$ cat src/rtl/semaphore_arbiter.sv
// rtl/semaphore_arbiter.sv - round-robin hardware semaphore bank with per-core TRY/WAIT/RELEASE service
module semaphore_arbiter #(
   parameter int NumberOfSemaphores = 4,
   parameter int NumberOfCores      = 2
) (
   input  logic                                          SEMAPHOREARB_Clk,
   input  logic                                          SEMAPHOREARB_nReset,
   input  logic [NumberOfCores-1:0]                      SEMAPHOREARB_Req_fromCPU,
   input  logic [2*NumberOfCores-1:0]                    SEMAPHOREARB_Op_fromCPU,
   input  logic [8*NumberOfCores-1:0]                    SEMAPHOREARB_Sel_fromCPU,
   output logic [NumberOfCores-1:0]                      SEMAPHOREARB_Ack_toCPU,
   output logic [2*NumberOfCores-1:0]                    SEMAPHOREARB_Status_toCPU,
   output logic [4*NumberOfSemaphores*NumberOfCores-1:0] SEMAPHOREARB_Data_toDecoder,
   output logic [NumberOfSemaphores-1:0]                 SEMAPHOREARB_Locked
);
   localparam int NS = NumberOfSemaphores;
   localparam int NC = NumberOfCores;
   localparam int CW = $clog2(NC);

   localparam logic [1:0] OP_REL  = 2'b01;
   localparam logic [1:0] OP_WAIT = 2'b10;
   localparam logic [1:0] OP_RSVD = 2'b11;
   localparam logic [1:0] ST_OK   = 2'b00;
   localparam logic [1:0] ST_BUSY = 2'b01;
   localparam logic [1:0] ST_ERR  = 2'b10;

   logic [NS-1:0]    lock_q, lock_d;
   logic [CW-1:0]    owner_q [NS];
   logic [CW-1:0]    owner_d [NS];
   logic [CW-1:0]    ptr_q, ptr_d;
   logic [NC-1:0]    ack_q, ack_d;
   logic [2*NC-1:0]  status_q, status_d;
   logic [NS*NC-1:0] wait_q, wait_d;

   logic [1:0]       op  [NC];
   logic [7:0]       sel [NC];
   logic [NC-1:0]    sel_ok, hit_lock, hit_own, elig;
   logic             gnt_vld;
   logic [CW-1:0]    gnt;
   logic [1:0]       res;

   // Per-core view of the addressed semaphore; out-of-range selects never hit the table
   always_comb begin
      for (int c = 0; c < NC; c++) begin
         op[c]       = SEMAPHOREARB_Op_fromCPU[2*c +: 2];
         sel[c]      = SEMAPHOREARB_Sel_fromCPU[8*c +: 8];
         sel_ok[c]   = 1'b0;
         hit_lock[c] = 1'b0;
         hit_own[c]  = 1'b0;
         for (int s = 0; s < NS; s++) begin
            if (sel[c] == 8'(s)) begin
               sel_ok[c]   = 1'b1;
               hit_lock[c] = lock_q[s];
               hit_own[c]  = (owner_q[s] == CW'(c));
            end
         end
         elig[c] = SEMAPHOREARB_Req_fromCPU[c] & ~ack_q[c]
                 & ~((op[c] == OP_WAIT) & hit_lock[c] & ~hit_own[c]);
      end
   end

   // Two passes: first eligible core at or above the pointer, else lowest eligible below it
   always_comb begin
      gnt_vld = 1'b0;
      gnt     = '0;
      for (int c = 0; c < NC; c++) begin
         if (!gnt_vld && elig[c] && (CW'(c) >= ptr_q)) begin
            gnt_vld = 1'b1;
            gnt     = CW'(c);
         end
      end
      for (int c = 0; c < NC; c++) begin
         if (!gnt_vld && elig[c]) begin
            gnt_vld = 1'b1;
            gnt     = CW'(c);
         end
      end
   end

   always_comb begin
      lock_d   = lock_q;
      owner_d  = owner_q;
      ack_d    = '0;
      status_d = status_q;
      ptr_d    = ptr_q;
      res      = ST_OK;
      for (int s = 0; s < NS; s++) begin
         for (int c = 0; c < NC; c++) begin
            wait_d[s*NC+c] = SEMAPHOREARB_Req_fromCPU[c] & (op[c] == OP_WAIT) & (sel[c] == 8'(s))
                           & lock_q[s] & (owner_q[s] != CW'(c));
         end
      end
      if (gnt_vld) begin
         ptr_d = (gnt == CW'(NC-1)) ? '0 : gnt + CW'(1);
         for (int c = 0; c < NC; c++) begin
            if (gnt == CW'(c)) begin
               ack_d[c] = 1'b1;
               if (!sel_ok[c] || op[c] == OP_RSVD) begin
                  res = ST_ERR;
               end else if (op[c] == OP_REL) begin
                  res = (hit_lock[c] && hit_own[c]) ? ST_OK : ST_ERR;
                  for (int s = 0; s < NS; s++)
                     if (sel[c] == 8'(s) && hit_lock[c] && hit_own[c]) lock_d[s] = 1'b0;
               end else if (!hit_lock[c]) begin
                  res = ST_OK;
                  for (int s = 0; s < NS; s++) begin
                     if (sel[c] == 8'(s)) begin
                        lock_d[s]  = 1'b1;
                        owner_d[s] = CW'(c);
                     end
                  end
               end else begin
                  res = hit_own[c] ? ST_OK : ST_BUSY;
               end
               status_d[2*c +: 2] = res;
            end
         end
      end
   end

   always_ff @(posedge SEMAPHOREARB_Clk or negedge SEMAPHOREARB_nReset) begin
      if (!SEMAPHOREARB_nReset) begin
         lock_q   <= '0;
         ptr_q    <= '0;
         ack_q    <= '0;
         status_q <= '0;
         wait_q   <= '0;
         for (int s = 0; s < NS; s++) owner_q[s] <= '0;
      end else begin
         lock_q   <= lock_d;
         ptr_q    <= ptr_d;
         ack_q    <= ack_d;
         status_q <= status_d;
         wait_q   <= wait_d;
         for (int s = 0; s < NS; s++) owner_q[s] <= owner_d[s];
      end
   end

   always_comb begin
      for (int s = 0; s < NS; s++) begin
         for (int c = 0; c < NC; c++) begin
            SEMAPHOREARB_Data_toDecoder[(s*NC+c)*4 +: 4] =
               {1'b0, wait_q[s*NC+c], lock_q[s] & (owner_q[s] == CW'(c)), lock_q[s]};
         end
      end
   end

   assign SEMAPHOREARB_Ack_toCPU    = ack_q;
   assign SEMAPHOREARB_Status_toCPU = status_q;
   assign SEMAPHOREARB_Locked       = lock_q;
endmodule

$ cat config.mk
export PLATFORM = sky130hd
export DESIGN_NAME = semaphore_arbiter
export DESIGN_NICKNAME = d
export VERILOG_FILES = /design/src/rtl/semaphore_arbiter.sv
export SDC_FILE = /design/constraint.sdc
export NUM_CORES = 1
export LEC_CHECK = 0
export BUFFER_PORTS_ARGS = -buffer_cell sky130_fd_sc_hd__buf_4
export CORE_AREA = 8 8 71 73
export DETAILED_ROUTE_END_ITERATION = 8
export DIE_AREA = 0 0 79 81
export PLACE_DENSITY = 0.73
export REMOVE_ABC_BUFFERS = 1
export SLEW_MARGIN = 30
export SYNTH_ARGS = -nofsm -noshare
export SYNTH_HDL_FRONTEND = slang
export SYNTH_SLANG_ARGS = --single-unit
$ cat constraint.sdc
create_clock -name SEMAPHOREARB_Clk -period 2.3 [get_ports SEMAPHOREARB_Clk]
set_input_delay 0.46 -clock SEMAPHOREARB_Clk [delete_from_list [all_inputs] [get_ports SEMAPHOREARB_Clk]]
set_output_delay 0.46 -clock SEMAPHOREARB_Clk [all_outputs]
set_load 0.005 [all_outputs]
Word-level counts from Yosys, hierarchy flattened
Index checks and enable logic that the tools add are counted.

word-level totals
  flip-flop bits (word level) = 23
  bits of input ports = 24
  output and inout port bits = 42
  word-level logic and storage cells = 197

operators by class
  add/subtract/negate cells = 1
  $lt $le $gt $ge = 2
  equal/unequal tests = 12
  muxes and demuxes = 85
  bitwise logic cells = 53
  reductions and logical operators = 34

operator list
  operator             number
  $mux 4               16
  $mux 1               62
  $and 1x1->1          42
  $eq 8x2->1 const B   4
  $logic_and 1x1->1    23
  $eq 8x1->1 const B   2
  $logic_not 8->1      2
  $mux 2               7
  $not 1->1            11
  $eq 2x2->1 const B   4
  $logic_not 1->1      5
  $eq 2x1->1 const B   2
  $reduce_and 2->1     2
  $ge 1x1->1 const A   2
  $logic_or 1x1->1     2
  $add 1x1->1 const B  1

Depth between registers and ports, before layout
Gate-level depths: netlist of the first run.

  word-level depth = 27
  gate-level depth with buffers = 7
  depth with buffers taken out = 5

Worst setup path before layout of the first run
OpenSTA, ideal clock, no wires.

  path type = input to register
  from = input SEMAPHOREARB_Sel_fromCPU[0]
  to = register status_q[3], in the netlist SEMAPHOREARB_Status_toCPU[3]
  setup time = 0.125 ns
  data arrival time = 2.263 ns
  required time = 2.175 ns
  slack = -0.088 ns
  stages on the path = 7
  buffers on the path = 2
  cell sequence = buf_2 mux4_2 and2_1 a31o_2 buf_2 o21ai_2 mux2_2

on the way
  longest elaborated chain between the ends = 22
  elaborated cells between the ends (all ways) = 33
  classes of those cells = eq/ne: 3; mux: 15; bitwise: 5; reduce/logical: 10

RTL lines
  element                                          RTL line  text
  start, declared                                  10        input logic [8*NumberOfCores-1:0] SEMAPHOREARB_Sel_fromCPU,
  $logic_not 8->1                                  51        if (sel[c] == 8'(s)) begin
  $mux 1 (4 in series)                             51
  $and 1x1->1 / $not 1->1 (equally long branches)  58        & ~((op[c] == OP_WAIT) & hit_lock[c] & ~hit_own[c]);
  $and 1x1->1 (*)                                  58
  $not 1->1 (*)                                    58
  $and 1x1->1 (*)                                  58
  $logic_and 1x1->1                                67        if (!gnt_vld && elig[c] && (CW'(c) >= ptr_q)) begin
  $mux 1                                           67
  [3 not listed]                                   n/a
  $mux 1                                           67
  $logic_not 1->1                                  73        if (!gnt_vld && elig[c]) begin
  $logic_and 1x1->1                                73
  $mux 1                                           73
  $logic_not 1->1                                  73
  $logic_and 1x1->1                                73
  $mux 1                                           73
  $reduce_and 2->1 (no source line) (*)            n/a
  end signal, assigned                             133       status_q <= status_d;
  end, declared                                    32        logic [2*NC-1:0] status_q, status_d;

Every way passes the cells marked *; elsewhere a longest branch is shown, timed or not.
A chain may end at the register's enable or synchronous reset.

Worst setup path after layout of the first run
  from = register lock_q[1], in the netlist SEMAPHOREARB_Locked[1]
  to = register owner_q[1] (netlist bit)

on the way
  longest elaborated chain between the ends = 25
  elaborated cells between the ends (all ways) = 38
  classes of those cells = mux: 22; bitwise: 8; reduce/logical: 8

RTL lines
  element                          RTL line  text
  start, declared                  27        logic [NS-1:0] lock_q, lock_d;
  start signal, assigned           130       lock_q <= lock_d;
  $mux 1 (3 in series)             51
  $and 1x1->1 (2 in series)        58
  $not 1->1                        58
  $and 1x1->1                      58
  $logic_and 1x1->1                67
  $mux 1                           67
  $logic_not 1->1                  67
  $logic_and 1x1->1 (2 in series)  67
  [5 not listed]                   n/a
  $logic_and 1x1->1                73
  $mux 1                           73
  $mux 4                           96        if (gnt == CW'(c)) begin
  $mux 1                           107       if (sel[c] == 8'(s)) begin
  $mux 4                           104       end else if (!hit_lock[c]) begin
  $mux 4                           100       end else if (op[c] == OP_REL) begin
  $mux 4                           98        if (!sel_ok[c] || op[c] == OP_RSVD) begin
  $mux 4                           96
  end, declared                    28        logic [CW-1:0] owner_q [NS];

Parallel ways exist; a longest one is shown, timed or not.

==> results.json, run 1 <==
{
  "status": "completed",
  "grt_pass1_wl_um": 7817,
  "cts_root_buf": "clkbuf_8",
  "track_usage_pct": 15.07,
  "synth-edff-count": 0,
  "clk_pin_slew_ns": 0.08,
  "holdWs_ns": 0.06493,
  "start_util_pct": 41.02,
  "avgSynthCellArea_um2": 9.499,
  "power.switching_mw": 0.5099,
  "ir_worst_vdd_v": 0.0003499,
  "hp-class": "in2async",
  "criticalPathCategory": "reg2reg",
  "pin_count": 66,
  "nFillCells": 375,
  "pwr-share-comb_pct": 48.0,
  "met3_usage_pct": 3.753,
  "start_kind": "flop",
  "cts.sinks": 23,
  "use_met2_pct": 26.21,
  "antenna_cells": 0,
  "grt_overflow": 0,
  "synthDistinctLibCells": 52,
  "timing.fmax_mhz": 449.8,
  "ant_nets": 0,
  "fin_skew_ns": 0.002089,
  "synth_flop_cell": "dfrtp_1",
  "drive_gt1_share_pct": 43.27,
  "core_area_um2": 3914,
  "required_ns": 2.52,
  "ff_latch_area_um2": 575.6,
  "top_usage_layer": "met2",
  "die_y_um": 81,
  "syn_area_um2": 1605,
  "fin_ws_ns": 0.07665,
  "setup_viol": 0,
  "slew_violations": 0,
  "fin_nets": 270,
  "yosysSeqAreaShare_pct": 35.85,
  "cts_buffers": 3,
  "dp_slack_ns": -0.1184,
  "netSwitchingFraction_pct": 34.72,
  "synth_area_leaders": "dfrtp_1 36%, buf_4 7.5%, mux4_2 5.6%",
  "drt_iter0_drc": 133,
  "crit_path_top_delay_cell": "or4_1",
  "drt-pass1-iter-count": 4,
  "numPortBuffers": 57,
  "synth_top_area_share_pct": 35.85,
  "die_w_um": 79,
  "clk_latency_ns": 0.27,
  "p_leak_nw": 1.068,
  "gp_congestion": 0.9092,
  "rows": 23,
  "multi_input_area_um2": 864.6,
  "grt_max_degree": 24,
  "hold_viol_final": 0,
  "setup_tns_ns": 0,
  "slowest_delay_ns": 0.60,
  "vias": 1608,
  "final_util_pct": 57.42,
  "wire_per_inst_um": 16.45,
  "ys_ff_latch": 23,
  "intPower_mw": 0.9587,
  "drc": 0,
  "yosysWarnings": 0,
  "period_needed_ns": 2.223,
  "grt_pass1_vias": 1672,
  "powerDensity_nw_per_um2": 653.5,
  "hpwl_um": 3940,
  "async_flop_share_pct": 100.0,
  "die_area_um2": 6399,
  "cts_tree": "built",
  "path_cells": "mux4_2 -> or4_1 -> or4_1 -> a21bo_1",
  "maxCapViolCount": 0,
  "crit_fanout": 4,
  "path_common_cell": "or4_1",
  "cp-end-kind": "flop",
  "cts_buffer_depth": 2,
  "p_seq_share_pct": 33.9,
  "postSynthCellCount": 169,
  "htreeDepth": 1,
  "antenna_found_initial": 0,
  "viasPerCell": 5.451,
  "use_met1_pct": 17.70,
  "yosys.area.top_type": "dfrtp_1",
  "fin_crit_sh_pct": 96.67,
  "area_delta_synth_final_pct": 39.98,
  "arrival_ns": 2.44,
  "p_clk_share_pct": 18.1,
  "wirelength_um": 4852
}
[state kept, by name, summed over array words and instances (netlist names)]
| name | flops |
|---|---|
| wait_q | 8 |
| SEMAPHOREARB_Locked | 4 |
| SEMAPHOREARB_Status_toCPU | 4 |
| SEMAPHOREARB_Ack_toCPU | 2 |
| ptr_q | 1 |
| owner_q | 4 |
[metal layers]
layer	vias to the layer above	wire length, um
met5	-	0
met4	0	89
li1	762	-
met1	766	1865
met2	72	2483
met3	8	414
[stage by stage]
step	instances	area [um2]	total power, mW
floorplan	155	1475	0.7815
global placement	291	2196	1.201
CTS	295	2241	1.473
detailed placement	291	2196	1.212
global route	295	2247	1.557
finish	295	2247	1.469
[worst max-delay path, delay by kind of cell (launching register included)]
kind	cells	cell delay (ns)
AO/OA/AOI/OAI	1	0.19
flip-flops	1	0.44
AND/OR/NAND/NOR	2	1.04
multiplexers	1	0.50
[placed cells by master (no fill, tap or decap), types with 4 or more instances in the layout]
master	netlist	final
nor3_1	9	8
or4_1	5	5
nand2b_1	7	7
inv_1	11	11
nor4_1	4	4
dfrtp_1	23	23
mux4_2	4	4
nor4b_1	5	5
nor2b_1	5	5
nand3_1	5	5
nor2_1	8	8
buf_4	16	85
nand2_1	10	10
conb_1	1	8
[Yosys cell counts, drive strengths merged (2+ instances only)]
library cell,number
o21ai,4
o221ai,2
nand3,5
a2111oi,2
nand2,10
nand4,3
nor2,8
nor2b,6
buf,20
nor4,4
a31o,2
or4,5
nor3,10
nand3b,3
nand2b,7
inv,11
or2,3
dfrtp,23
a31oi,3
nor4b,5
mux2i,3
or3,2
mux4,4
mux2,2
[logic make-up after synthesis]
| kind of cell | count (synthesis) | share of synthesized area, % |
|---|---|---|
| AO/OA/AOI/OAI | 29 | 14.97 |
| buffers and inverters | 32 | 12.31 |
| other | 1 | 0.2336 |
| flip-flops | 23 | 35.85 |
| multiplexers | 9 | 8.886 |
| AND/OR/NAND/NOR | 75 | 27.75 |
[path summary, 6_finish.rpt]
| path | from | endpoint | slack (ns) | cells after the start |
|---|---|---|---|---|
| worst max register to register | SEMAPHOREARB_Locked[1]$_DFFE_PN0N_ | owner_q[1]$_DFFE_PN0N_ | 0.08 | 4 |
| max in group asynchronous | SEMAPHOREARB_nReset | SEMAPHOREARB_Locked[1]$_DFFE_PN0N_ | 2.00 | 1 |
| worst min-delay path | SEMAPHOREARB_nReset | wait_q[1]$_DFF_PN0_ | 0.06 | 1 |
| worst min register to register | SEMAPHOREARB_Status_toCPU[3]$_DFFE_PN0P_ | SEMAPHOREARB_Status_toCPU[3]$_DFFE_PN0P_ | 0.52 | 1 |
| worst max-delay path | SEMAPHOREARB_Locked[1]$_DFFE_PN0N_ | owner_q[1]$_DFFE_PN0N_ | 0.08 | 4 |
| min in group SEMAPHOREARB_Clk | SEMAPHOREARB_Req_fromCPU[0] | wait_q[6]$_DFF_PN0_ | 0.50 | 3 |
[power by group through the flow]
stage / clock [mW] / sequential, mW / combinational, mW
after floorplan: 0 / 0.533 / 0.248
after global placement: 0 / 0.503 / 0.698
after detailed placement: 0 / 0.506 / 0.707
after CTS: 0.267 / 0.496 / 0.709
after global routing: 0.285 / 0.503 / 0.769
final: 0.265 / 0.498 / 0.705
[cell type report]
| type | count | area share [%] |
|---|---|---|
| clock buffers | 4 | 2.004 |
| flip-flops and latches | 23 | 25.61 |
| inverters | 11 | 1.837 |
| well taps | 50 | 2.784 |
| repair buffers | 86 | 29.29 |
| multi-input cells | 121 | 38.47 |
[timing repair]
item | CTS | global route
setup endpoints to repair | 0 | 2
hold buffers | 0 | 0
endpoints found under the hold margin | 0 | 0
resized for setup | 0 | 2
buffers inserted | 0 | 0
Power figures use the tool's default switching activity.
==> inputs of run 2 (changes only) <==
--- a/config.mk
+++ b/config.mk
@@ -6,11 +6,13 @@
 export NUM_CORES = 1
 export LEC_CHECK = 0
 export BUFFER_PORTS_ARGS = -buffer_cell sky130_fd_sc_hd__buf_4
-export CORE_AREA = 8 8 71 73
+export CORE_AREA = 8 8 53 98
+export CTS_CLUSTER_DIAMETER = 100
 export DETAILED_ROUTE_END_ITERATION = 8
-export DIE_AREA = 0 0 79 81
+export DIE_AREA = 0 0 61 106
 export PLACE_DENSITY = 0.73
 export REMOVE_ABC_BUFFERS = 1
+export SETUP_SLACK_MARGIN = 0.05
 export SLEW_MARGIN = 30
 export SYNTH_ARGS = -nofsm -noshare
 export SYNTH_HDL_FRONTEND = slang
==> results.json, run 2 (same netlist as run 1, synthesis figures left out) <==
{
  "cp-end-kind": "flop",
  "drive_gt1_share_pct": 47.37,
  "die_area_um2": 6466,
  "pin_count": 66,
  "clk_latency_ns": 0.27,
  "rows": 33,
  "wire_per_inst_um": 16.77,
  "required_ns": 2.46,
  "die_y_um": 106,
  "hp-class": "in2async",
  "fin_nets": 272,
  "path_buf_inv": 1,
  "top_register": "wait_q",
  "fin_crit_sh_pct": 96.83,
  "criticalPathCategory": "reg2reg",
  "slew_violations": 0,
  "cts_buffers": 3,
  "gp_congestion": 0.9138,
  "total_power_mw": 1.495,
  "ant_nets": 0,
  "status": "completed",
  "powerDensity_nw_per_um2": 655.9,
  "critPathTopFamily": "compound AO/OA/AOI/OAI gates",
  "grt_pass1_vias": 1696,
  "core_area_um2": 4005,
  "cts_root_buf": "clkbuf_8",
  "layout_common_cells": "88 x buf_4, 21 x dfrtp_1, 11 x inv_1",
  "hold_viol_final": 0,
  "slowest_delay_ns": 0.49,
  "setup_tns_ns": 0,
  "track_usage_pct": 15.39,
  "grt_pass1_wl_um": 7748,
  "cts.sinks": 23,
  "setup_viol": 0,
  "largest_register_ffs": 8,
  "start_kind": "flop",
  "crit_fanout": 6,
  "timing.fmax_mhz": 449.0,
  "start_util_pct": 40.08,
  "final_util_pct": 56.92,
  "wirelength_um": 5015,
  "drc": 0,
  "htreeDepth": 1,
  "maxCapViolCount": 0,
  "grt_max_degree": 24,
  "p_leak_nw": 1.082,
  "arrival_ns": 2.38,
  "crit_path_top_delay_cell": "mux4_2",
  "drt_iter0_drc": 64,
  "drt-pass1-iter-count": 4,
  "viasPerCell": 5.525,
  "hpwl_um": 3951,
  "die_w_um": 61,
  "ir_worst_vdd_v": 0.0005392,
  "hold_buffers": 0,
  "fin_skew_ns": 0.005708,
  "numPortBuffers": 57,
  "cts_tree": "built",
  "clk_pin_slew_ns": 0.09,
  "area_delta_synth_final_pct": 42.01,
  "cp.depth": 6,
  "antenna_found_initial": 0,
  "antenna_cells": 0,
  "path_cells": "mux4_2 -> and2_1 -> a311oi_2 -> buf_4 -> nor3_1 -> o32a_1",
  "vias": 1652,
  "grt_setup_unrepaired": "true",
  "reg2reg_depth": 6,
  "cts_buffer_depth": 2,
  "period_needed_ns": 2.227,
  "layout_commonest_cell": "buf_4",
  "grt_overflow": 0
}
-- run 2: final timing paths --
| kind | end | slack (ns) | start |
|---|---|---|---|
| setup / recovery | SEMAPHOREARB_Locked[0]$_DFFE_PN0N_ | 0.07 | owner_q[2]$_DFFE_PN0N_ |
| hold / removal | owner_q[3]$_DFFE_PN0N_ | 0.07 | SEMAPHOREARB_nReset |
| setup reg to reg | SEMAPHOREARB_Locked[0]$_DFFE_PN0N_ | 0.07 | owner_q[2]$_DFFE_PN0N_ |
| hold reg to reg | SEMAPHOREARB_Status_toCPU[1]$_DFFE_PN0P_ | 0.52 | SEMAPHOREARB_Status_toCPU[1]$_DFFE_PN0P_ |
| max in group asynchronous | SEMAPHOREARB_Locked[0]$_DFFE_PN0N_ | 1.97 | SEMAPHOREARB_nReset |
| min in group SEMAPHOREARB_Clk | wait_q[1]$_DFF_PN0_ | 0.44 | SEMAPHOREARB_Sel_fromCPU[9] |
-- run 2: what timing repair did --
| action | 4_1_cts | 5_1_grt |
|---|---|---|
| endpoints found under the setup margin | 2 | 6 |
| buffers inserted | 0 | 3 |
| resized for setup | 3 | 6 |
| gates cloned | 0 | 0 |
-- run 2: metrics by stage --
| stage | std cells | hold slack [ns] | cell area [um2] | setup slack, ns |
|---|---|---|---|---|
| floorplan | 155 | 0.1644 | 1475 | -0.02420 |
| global placement | 292 | 0.3729 | 2178 | -0.1711 |
| detailed placement | 292 | 0.3738 | 2178 | -0.1794 |
| CTS | 296 | 0.07587 | 2235 | 0.07625 |
| global route | 299 | 0.09643 | 2280 | 0.01066 |
| finish | 299 | 0.06990 | 2280 | 0.07289 |
-- run 2: layer usage --
layer | wire length, um | up-vias | share of wire (%) | GRT usage [%]
met3 | 496 | 17 | 9.9 | 2.781
met5 | 0 | - | 0 | 0
met1 | 1775 | 780 | 35 | 16.57
met2 | 2587 | 90 | 52 | 27.63
li1 | - | 765 | - | -
met4 | 155 | 0 | 3.1 | 6.050
-- run 2: cell type report --
type                       instances  area, um2
fill                             373       1725
sequential                        23      578.1
inverter                          11      41.29
multi-input combinational        121      888.4
clock inverter                     1      5.005
timing repair buffer              88      660.6
clock buffer                       3      41.29
tap                               52      65.06
-- run 2: worst reg2reg max path, cell delays in order (launching register included) --
cell      delay, ns
dfrtp_1        0.46
mux4_2         0.49
and2_1         0.21
a311oi_2       0.37
buf_4          0.20
nor3_1         0.06
o32a_1         0.33
-- run 2: report_power, final --
group          internal, mW  switching, mW  total, mW
Clock                 0.121          0.139      0.260
Sequential            0.446         0.0507      0.497
Combinational         0.404          0.334      0.738
